<file path="config.mk">
export PLATFORM = sky130hd
export DESIGN_NAME = platform_band_ctrl
export DESIGN_NICKNAME = d
export VERILOG_FILES = /design/src/rtl/platform_band_ctrl.sv
export SDC_FILE = /design/constraint.sdc
export NUM_CORES = 1
export LEC_CHECK = 0
export CORE_ASPECT_RATIO = 1.2
export CORE_MARGIN = 1
export CORE_UTILIZATION = 50
export CTS_BUF_LIST = sky130_fd_sc_hd__clkbuf_2 sky130_fd_sc_hd__clkbuf_4 sky130_fd_sc_hd__clkbuf_8
export CTS_CLUSTER_DIAMETER = 150
export DETAILED_ROUTE_END_ITERATION = 8
export PLACE_DENSITY = 0.71
export SETUP_SLACK_MARGIN = 0.15
export SYNTH_ARGS = -nofsm -noshare
export SYNTH_HDL_FRONTEND = slang
export SYNTH_SLANG_ARGS = --single-unit
</file>
<file path="constraint.sdc">
create_clock -name clk -period 9.15 [get_ports clk]
set_clock_uncertainty 0.15 [all_clocks]
set_input_delay 1.3725 -clock clk [delete_from_list [all_inputs] [get_ports clk]]
set_output_delay 1.3725 -clock clk [all_outputs]
set_load 0.01 [all_outputs]
</file>
<file path="src/rtl/platform_band_ctrl.sv">
// Platform band table: game-side shadow bank, vblank-aligned commit to the active bank, per-line hblank scan.
// Line result lands NUM_BANDS+2 cycles after hcount==H_ACTIVE; wr_ready drops only in the single commit cycle.
module platform_band_ctrl #(
  parameter int NUM_BANDS = 4,
  parameter int H_ACTIVE  = 640,
  parameter int H_TOTAL   = 800,
  parameter int V_ACTIVE  = 480,
  parameter int V_TOTAL   = 525,
  localparam int IDX_W    = (NUM_BANDS > 1) ? $clog2(NUM_BANDS) : 1
) (
  input  logic             clk,
  input  logic             reset,
  input  logic [9:0]       hcount,
  input  logic [9:0]       vcount,
  input  logic             wr_valid,
  output logic             wr_ready,
  input  logic [IDX_W-1:0] wr_idx,
  input  logic [9:0]       wr_start,
  input  logic [9:0]       wr_end,
  input  logic [2:0]       wr_color,
  input  logic             commit_req,
  output logic             commit_pending,
  output logic             commit_done,
  output logic             line_hit,
  output logic [2:0]       line_color
);

  localparam logic [9:0]       HA       = 10'(H_ACTIVE);
  localparam logic [9:0]       HT       = 10'(H_TOTAL);
  localparam logic [9:0]       VA       = 10'(V_ACTIVE);
  localparam logic [9:0]       VT       = 10'(V_TOTAL);
  localparam logic [9:0]       VT_LAST  = 10'(V_TOTAL - 1);
  localparam logic [IDX_W-1:0] LAST_IDX = IDX_W'(NUM_BANDS - 1);

  typedef struct packed {
    logic [9:0] start;
    logic [9:0] stop;
    logic [2:0] color;
  } band_t;

  typedef enum logic [1:0] {IDLE, SCAN, LATCH, COMMIT} state_t;

  state_t           state_q, state_d;
  band_t            sh_q [NUM_BANDS];
  band_t            sh_d [NUM_BANDS];
  band_t            ac_q [NUM_BANDS];
  band_t            ac_d [NUM_BANDS];
  logic [IDX_W-1:0] idx_q, idx_d;
  logic [9:0]       nv_q, nv_d;
  logic             found_q, found_d;
  logic [2:0]       col_q, col_d;
  logic             line_hit_q, line_hit_d;
  logic [2:0]       line_color_q, line_color_d;
  logic             pending_q, pending_d;
  logic             done_q, done_d;

  band_t cur_band;
  logic  band_match;

  assign cur_band   = ac_q[idx_q];
  assign band_match = (cur_band.start < cur_band.stop) &&
                      (cur_band.start <= nv_q) && (nv_q < cur_band.stop);

  always_comb begin
    state_d      = state_q;
    sh_d         = sh_q;
    ac_d         = ac_q;
    idx_d        = idx_q;
    nv_d         = nv_q;
    found_d      = found_q;
    col_d        = col_q;
    line_hit_d   = line_hit_q;
    line_color_d = line_color_q;
    pending_d    = pending_q | commit_req;
    done_d       = 1'b0;

    if (wr_valid && (state_q != COMMIT)) begin
      sh_d[wr_idx] = '{start: wr_start, stop: wr_end, color: wr_color};
    end

    case (state_q)
      IDLE: begin
        if ((hcount == 10'd0) && (vcount == VA) && (pending_q || commit_req)) begin
          state_d = COMMIT;
        end else if (hcount == HA) begin
          state_d = SCAN;
          idx_d   = '0;
          found_d = 1'b0;
          col_d   = 3'd0;
          // Out-of-range timing gets a target past the visible area, so it can never hit.
          if ((hcount < HT) && (vcount < VT)) begin
            nv_d = (vcount == VT_LAST) ? 10'd0 : vcount + 10'd1;
          end else begin
            nv_d = VA;
          end
        end
      end
      SCAN: begin
        if (!found_q && band_match) begin
          found_d = 1'b1;
          col_d   = cur_band.color;
        end
        if (idx_q == LAST_IDX) begin
          state_d = LATCH;
        end else begin
          idx_d = idx_q + 1'b1;
        end
      end
      LATCH: begin
        line_hit_d   = found_q && (nv_q < VA);
        line_color_d = (found_q && (nv_q < VA)) ? col_q : 3'd0;
        state_d      = IDLE;
      end
      COMMIT: begin
        // No write is accepted in this cycle, so sh_q already holds every accepted write.
        ac_d      = sh_q;
        pending_d = commit_req;
        done_d    = 1'b1;
        state_d   = IDLE;
      end
      default: state_d = IDLE;
    endcase
  end

  always_ff @(posedge clk) begin
    if (reset) begin
      state_q      <= IDLE;
      sh_q         <= '{default: '0};
      ac_q         <= '{default: '0};
      idx_q        <= '0;
      nv_q         <= '0;
      found_q      <= 1'b0;
      col_q        <= 3'd0;
      line_hit_q   <= 1'b0;
      line_color_q <= 3'd0;
      pending_q    <= 1'b0;
      done_q       <= 1'b0;
    end else begin
      state_q      <= state_d;
      sh_q         <= sh_d;
      ac_q         <= ac_d;
      idx_q        <= idx_d;
      nv_q         <= nv_d;
      found_q      <= found_d;
      col_q        <= col_d;
      line_hit_q   <= line_hit_d;
      line_color_q <= line_color_d;
      pending_q    <= pending_d;
      done_q       <= done_d;
    end
  end

  assign wr_ready       = (state_q != COMMIT);
  assign commit_pending = pending_q;
  assign commit_done    = done_q;
  assign line_hit       = line_hit_q;
  assign line_color     = line_color_q;

endmodule

</file>
==> results.py, run 1 <==
metrics = {
    "setup_path": {
        "start_kind": "flip-flop",
        "crit_path_end_kind": "output port",
        "r2r_slack_ps": 5250,
        "required_ps": 7630,
        "crit_type": "reg -> out",
        "r2r_start": "state_q[0]$_SDFFE_PP0P_",
        "critical_path_arrival_ps": 2580,
        "cpMaxStageDelayCell": "buf_4",
        "critical_path_peak_fanout": 93,
        "path_delay_family": "buffers and inverters",
        "path_cells": "and2_2 > buf_4 > inv_2 > clkdlybuf4s50_1",
        "critPathLaunch": "state_q[0]$_SDFFE_PP0P_",
        "slowest_delay_ps": 730,
        "crit_buf_inv": 3,
    },
    "floorplan": {
        "fp.coreArea_mm2": 0.01698,
        "start_util": 0.5150,
        "die_h_um": 146.9,
        "rows": 52,
        "die_area_mm2": 0.01803,
        "io_pins": 56,
        "die_x_um": 122.7,
    },
    "yosys": {
        "synth-edff-count": 0,
        "yosysUniqueCellTypes": 49,
        "synth-seq-area-share": 0.4761,
        "synth-seq-cells": 208,
        "synth_top_family_by_area": "simple AND/OR/NAND/NOR gates",
        "synthFlopType": "dfxtp_1",
        "post-synth-top-area-fraction": 0.4761,
        "synthAdderAreaFrac": 0.04578,
        "yosysWarnings": 0,
        "synthTopCellsByArea": "dfxtp_1, nand2_1, a21oi_1, mux4_2, ha_1",
        "synthCells": 1068,
        "syn-mean-instance-area_um2": 8.189,
        "synthMuxAreaShare": 0.06309,
        "synth-compound-area-share": 0.1433,
        "syn_nets": 1149,
        "yosys.area_share.simple": 0.2222,
        "synth_area_leader_cell": "dfxtp_1",
        "synth_area_mm2": 0.008746,
        "async_flop_share": 0,
        "synthXorXnorAreaFrac": 0.008011,
    },
    "power_and_ir_drop": {
        "p_sw_mw": 0.3985,
        "p_seq_frac": 0.505,
        "p_clk_frac": 0.449,
        "power_leakage_nw": 3.453,
        "swShare": 0.2171,
        "intPower_mw": 1.437,
        "combPwrFrac": 0.047,
        "peakVddDrop_v": 0.00009098,
        "power.density_mw_per_mm2": 182.1,
        "totalPowerFinal_mw": 1.835,
    },
    "layout": {
        "fin_area_mm2": 0.01008,
        "nets": 1178,
        "synthToLayoutAreaGrowth_pct": 15.24,
        "final_util": 0.5935,
        "antennaDiodeCount": 0,
        "drive_gt1_frac": 0.08661,
        "fillCellCount": 1522,
    },
    "clock_tree": {
        "tritoncts": "built",
        "postCtsSetupBuffers": 0,
        "clock_latency_ps": 550,
        "cts_resized": 0,
        "cts_max_path_buffers": 3,
        "ctsHtreeMaxLevel": 1,
        "clkTransAtPathRegs_ps": 60,
        "hold_buffers": 0,
        "cts-root-buf": "clkbuf_8",
        "numClockSinks": 208,
        "numCtsBuffers": 31,
    },
    "detailed_routing": {
        "antenna_left": 0,
        "drtPass1Iterations": 4,
        "wire_per_inst_um": 15.49,
        "drtIter0Drc": 490,
        "viasPerCell": 5.357,
        "vias": 7157,
        "drc": 0,
        "drt_wl_total_um": 20700,
    },
    "global_route": {
        "antenna_found_initial": 0,
        "grt-ovfl-total": 0,
        "grt_pass1_vias": 6688,
        "grt_start_max_net_pins": 117,
        "grt_util_all_layers": 0.2351,
        "grt_pass1_wl_um": 33580,
    },
    "outcome": {
        "status": "finished, final reports clean",
    },
    "timing": {
        "slew_headroom": 0.2160,
        "rsz0062_at_grt": "false",
        "timing_hold_violations_final": 0,
        "slew_violations": 0,
        "tns_ps": 0,
        "max_clock_freq_mhz": 243.8,
        "fin_crit_ps": 4102,
        "tightest_slew_ps": 1176,
        "fin_crit_sh": 0.4483,
        "setup_violations": 0,
    },
    "placed_design": {
        "port_buffers": 55,
        "gp_congestion": 0.8328,
        "postPlaceCellArea_mm2": 0.009376,
        "dp_hpwl_um": 12540,
    },
    "run": {
        "maxCapViolCount": 0,
    },
    "worst_hold_path": {
        "hold_path.class": "reg -> reg",
        "hp-start": "sh_q[30]$_SDFFE_PP0P_",
    },
}
## state kept, by name, indices dropped and copies added, names as in the netlist
name and count:
idx_q 2, ac_q 92, sh_q 92, line_color 3, found_q 1, nv_q 10, commit_done 1, col_q 3
line_hit 1, commit_pending 1, state_q 2
## placed cells by master (no fill, tap or decap), types with 2 or more instances in the layout
master / Yosys / layout
o22a_1: 4 / 4
and4_1: 2 / 2
a21oi_1: 198 / 198
inv_1: 21 / 21
clkbuf_4: 0 / 11
nor2b_1: 2 / 2
xnor2_1: 4 / 4
and3_1: 5 / 5
dfxtp_1: 208 / 208
nor3_2: 1 / 2
xor2_1: 4 / 4
mux2i_1: 3 / 3
clkdlybuf4s50_1: 0 / 54
buf_4: 0 / 11
o21ai_0: 8 / 8
ha_1: 32 / 32
nor4b_1: 2 / 2
bufinv_16: 0 / 2
nand3_1: 3 / 3
and2_1: 7 / 6
nand2_1: 381 / 381
nor3_1: 4 / 3
nand3b_1: 4 / 4
nor2_1: 35 / 35
nand2b_1: 5 / 5
nand4_1: 10 / 10
a22oi_1: 8 / 8
a211oi_1: 2 / 2
o211ai_1: 3 / 3
clkinv_2: 0 / 3
clkbuf_8: 0 / 39
nor4_1: 2 / 2
mux4_2: 22 / 22
## power by group through the flow
stage / combinational, mW / sequential [mW] / clock, mW
2_1_floorplan: 0.0426 / 0.944 / 0
3_3_place_gp: 0.0854 / 0.945 / 0
3_5_place_dp: 0.0855 / 0.946 / 0
4_1_cts: 0.0861 / 0.926 / 0.840
5_1_grt: 0.0935 / 0.927 / 0.884
6_report: 0.0859 / 0.926 / 0.823
## cell families (layout without fill, tap and decap cells)
logic type      Yosys count  after routing
xor+xnor                  8              8
fa+ha+maj                32             32
simple gates            470            470
flops                   208            208
buf+inv                  92            144
compound gates          232            232
mux                      26             26
## layer usage
layer  up-vias  GRT usage  wire length, um
met2       191     0.3910             9974
met4         0    0.08293              444
met5         -          0                0
li1       3632          -                -
met3        33    0.03339             1196
met1      3301     0.3090             9082
## stage by stage
step                std cells  setup slack [ps]  hold slack, ps
floorplan                1068              5961           281.5
global placement         1280              5289           286.5
detailed placement       1280              5261           293.1
CTS                      1336              5068           291.9
global route             1336              4919           306.2
finish                   1336              5048           297.9
## tightest hold or removal path, cell delays in order (launching register included)
cell     delay [ps]
dfxtp_1         310
nand2_1          50
a21oi_1          50
## final cells by class
type                            count  area, um2  area share
Clock inverter                      6      82.58    0.008194
Multi-Input combinational cell    768       4225      0.4192
Timing Repair Buffer               66      634.4     0.06294
Sequential cell                   208       4164      0.4132
Inverter                           22      82.58    0.008194
Clock buffer                       50      619.3     0.06145
Tap cell                          216      270.3     0.02682
## Yosys cell counts, types with 2 or more instances
library cell and number:
o211ai_1 3, mux2i_1 3, a21oi_1 198, nand3b_1 4
a22oi_1 8, o22a_1 4, nand3_1 3, buf_2 8
inv_1 21, nor4b_1 2, nand2b_1 5, dfxtp_1 208
o21ai_0 8, nand2_1 381, nor4_1 2, and3_1 5
clkbuf_1 54, a211oi_1 2, xnor2_1 4, and2_1 7
nor2_1 35, nor3_1 4, xor2_1 4, nor2b_1 2
ha_1 32, buf_1 7, nand4_1 10, mux4_2 22
and4_1 2
## worst paths after layout
check,depth (start not counted),end
min,2,ac_q[30]$_SDFFE_PP0P_
min reg2reg,2,ac_q[30]$_SDFFE_PP0P_
max reg2reg,9,sh_q[23]$_SDFFE_PP0P_
max,4,wr_ready
Note: power is estimated with default switching activity, not from simulation.
==> run 2, diff against run 1 <==
clock period = 4.1 ns   (was 9.15 ns; I/O delays follow)
==> run 2 against run 1 <==
Against the previous run: register-to-register slack lost 4400 ps; cell count grew 0.15%; sequential power is 120% higher; clock-buffer cell count up 4; power rose by 120%; cell area about the same; critical endpoint is now col_q[0]$_SDFFE_PP0P_; largest power group unchanged; highest routed layer unchanged.
==> results.py, run 2 (synthesis results as in run 1) <==
metrics = {
    "timing": {
        "max_clock_freq_mhz": 303.3,
        "fin_crit_ps": 3298,
        "tightest_slew_ps": 1156,
        "setup_violations": 0,
        "setup_slack_ps": 802.5,
        "tns_ps": 0,
        "slew_headroom": 0.2272,
        "rsz0062_at_grt": "false",
        "slew_violations": 0,
        "timing_hold_violations_final": 0,
        "fin_crit_sh": 0.8043,
    },
    "layout": {
        "fillCellCount": 1573,
        "final_util": 0.5940,
        "synthToLayoutAreaGrowth_pct": 15.34,
        "drive_gt1_frac": 0.08824,
        "regArea_mm2": 0.004164,
        "final_cells": 1338,
        "final_common_cell": "nand2_1",
        "multi_input_area_mm2": 0.004225,
        "largestRegisters": "ac_q: 92 flops, sh_q: 92 flops, nv_q: 10 flops",
        "nets": 1184,
        "mostFrequentLayoutCells": "nand2_1, dfxtp_1, a21oi_1",
        "antennaDiodeCount": 0,
    },
    "placed_design": {
        "port_buffers": 55,
        "dp_hpwl_um": 13630,
        "gp_congestion": 0.8694,
        "dp_cells": 1283,
        "place_ws_ps": 787.6,
    },
    "floorplan": {
        "io_pins": 56,
        "die_area_mm2": 0.01803,
        "die_h_um": 146.9,
        "start_util": 0.5150,
        "die_x_um": 122.7,
        "fp.coreArea_mm2": 0.01698,
        "rows": 52,
    },
    "global_route": {
        "grt_pass1_vias": 6845,
        "grt_start_max_net_pins": 143,
        "grt_util_all_layers": 0.2467,
        "grt-ovfl-total": 0,
        "grt_pass1_wl_um": 34850,
        "antenna_found_initial": 0,
    },
    "clock_tree": {
        "tritoncts": "built",
        "cts_resized": 0,
        "clkTransAtPathRegs_ps": 60,
        "cts-root-buf": "clkbuf_8",
        "hold_buffers": 0,
        "cts_max_path_buffers": 3,
        "numCtsBuffers": 34,
        "postCtsSetupBuffers": 0,
        "ctsHtreeMaxLevel": 2,
        "clock_latency_ps": 520,
        "numClockSinks": 208,
    },
    "power_and_ir_drop": {
        "power.density_mw_per_mm2": 402.8,
        "peakVddDrop_v": 0.0002179,
        "power_leakage_nw": 3.459,
    },
    "detailed_routing": {
        "vias": 7319,
        "viasPerCell": 5.470,
        "drtIter0Drc": 531,
        "drt_wl_total_um": 21560,
        "drtPass1Iterations": 5,
        "wire_per_inst_um": 16.12,
        "drc": 0,
        "antenna_left": 0,
    },
    "setup_path": {
        "crit_buf_inv": 2,
        "r2r_start": "idx_q[0]$_SDFFE_PP0P_",
        "cpMaxStageDelayCell": "dfxtp_1",
        "critPathLaunch": "idx_q[0]$_SDFFE_PP0P_",
        "crit_type": "reg -> reg",
        "required_ps": 4390,
        "r2r_cells": 10,
        "crit_cells": 10,
        "start_kind": "flip-flop",
        "crit_path_end_kind": "flip-flop",
        "path_cells": "buf_4 > mux4_2 > inv_1 > ha_1 > a21oi_1 > nor2b_1 > o21ai_0 > nand4_1 > a211oi_4 > mux2i_1",
        "critical_path_arrival_ps": 3590,
        "slowest_delay_ps": 770,
        "path_delay_family": "flip-flops",
        "critical_path_peak_fanout": 13,
    },
    "worst_hold_path": {
        "hold_path.class": "reg -> reg",
        "hp-start": "sh_q[20]$_SDFFE_PP0P_",
        "min_delay_path_depth": 2,
    },
    "run": {
        "maxCapViolCount": 0,
    },
    "outcome": {
        "status": "finished, final reports clean",
    },
}
==> run 2: cell types whose count changed in the layout (fill, tap and decap cells not counted), sizes merged <==
| cell | delta |
|---|---|
| buf | +3 |
| clkbuf | +4 |
| clkinv | -3 |
| bufinv | -2 |
==> run 2: per-layer routing <==
metal	global-route usage	wire (um)	vias to the layer above
li1	-	-	3650
met1	0.3217	9567	3438
met2	0.4062	10350	187
met3	0.04309	1028	44
met4	0.09024	619	0
met5	0	0	-
==> run 2: final timing paths <==
path | to | slack [ps]
hold reg to reg | ac_q[20]$_SDFFE_PP0P_ | 300
setup / recovery | col_q[0]$_SDFFE_PP0P_ | 800
hold / removal | ac_q[20]$_SDFFE_PP0P_ | 300
setup reg to reg | col_q[0]$_SDFFE_PP0P_ | 800
==> run 2: through the flow <==
stage               hold slack, ps  cell area (um2)  power [mW]
floorplan                    281.5             8746       2.203
global placement             287.2             9412       2.301
detailed placement           293.8             9412       2.303
CTS                          301.8            10090       4.095
global route                 309.0            10090       4.214
finish                       296.6            10090       4.063
==> run 2: area by class of cell <==
| class | instances | share of cell area |
|---|---|---|
| clock inverter | 1 | 0.0007442 |
| inverter | 22 | 0.008187 |
| tap | 216 | 0.02679 |
| timing repair buffer | 69 | 0.06636 |
| sequential | 208 | 0.4128 |
| multi-input combinational | 768 | 0.4189 |
| clock buffer | 54 | 0.06624 |
==> run 2: report_power, final <==
part | switching, mW | internal [mW] | total (mW)
registers | 0.0149 | 2.05 | 2.07
clock network | 0.780 | 1.02 | 1.80
logic | 0.115 | 0.0777 | 0.192
total | 0.909 | 3.15 | 4.06
==> run 2: worst min-delay path, stage by stage, from the launching register on <==
cell	delay [ps]
dfxtp_1	300
nand2_1	50
a21oi_1	50
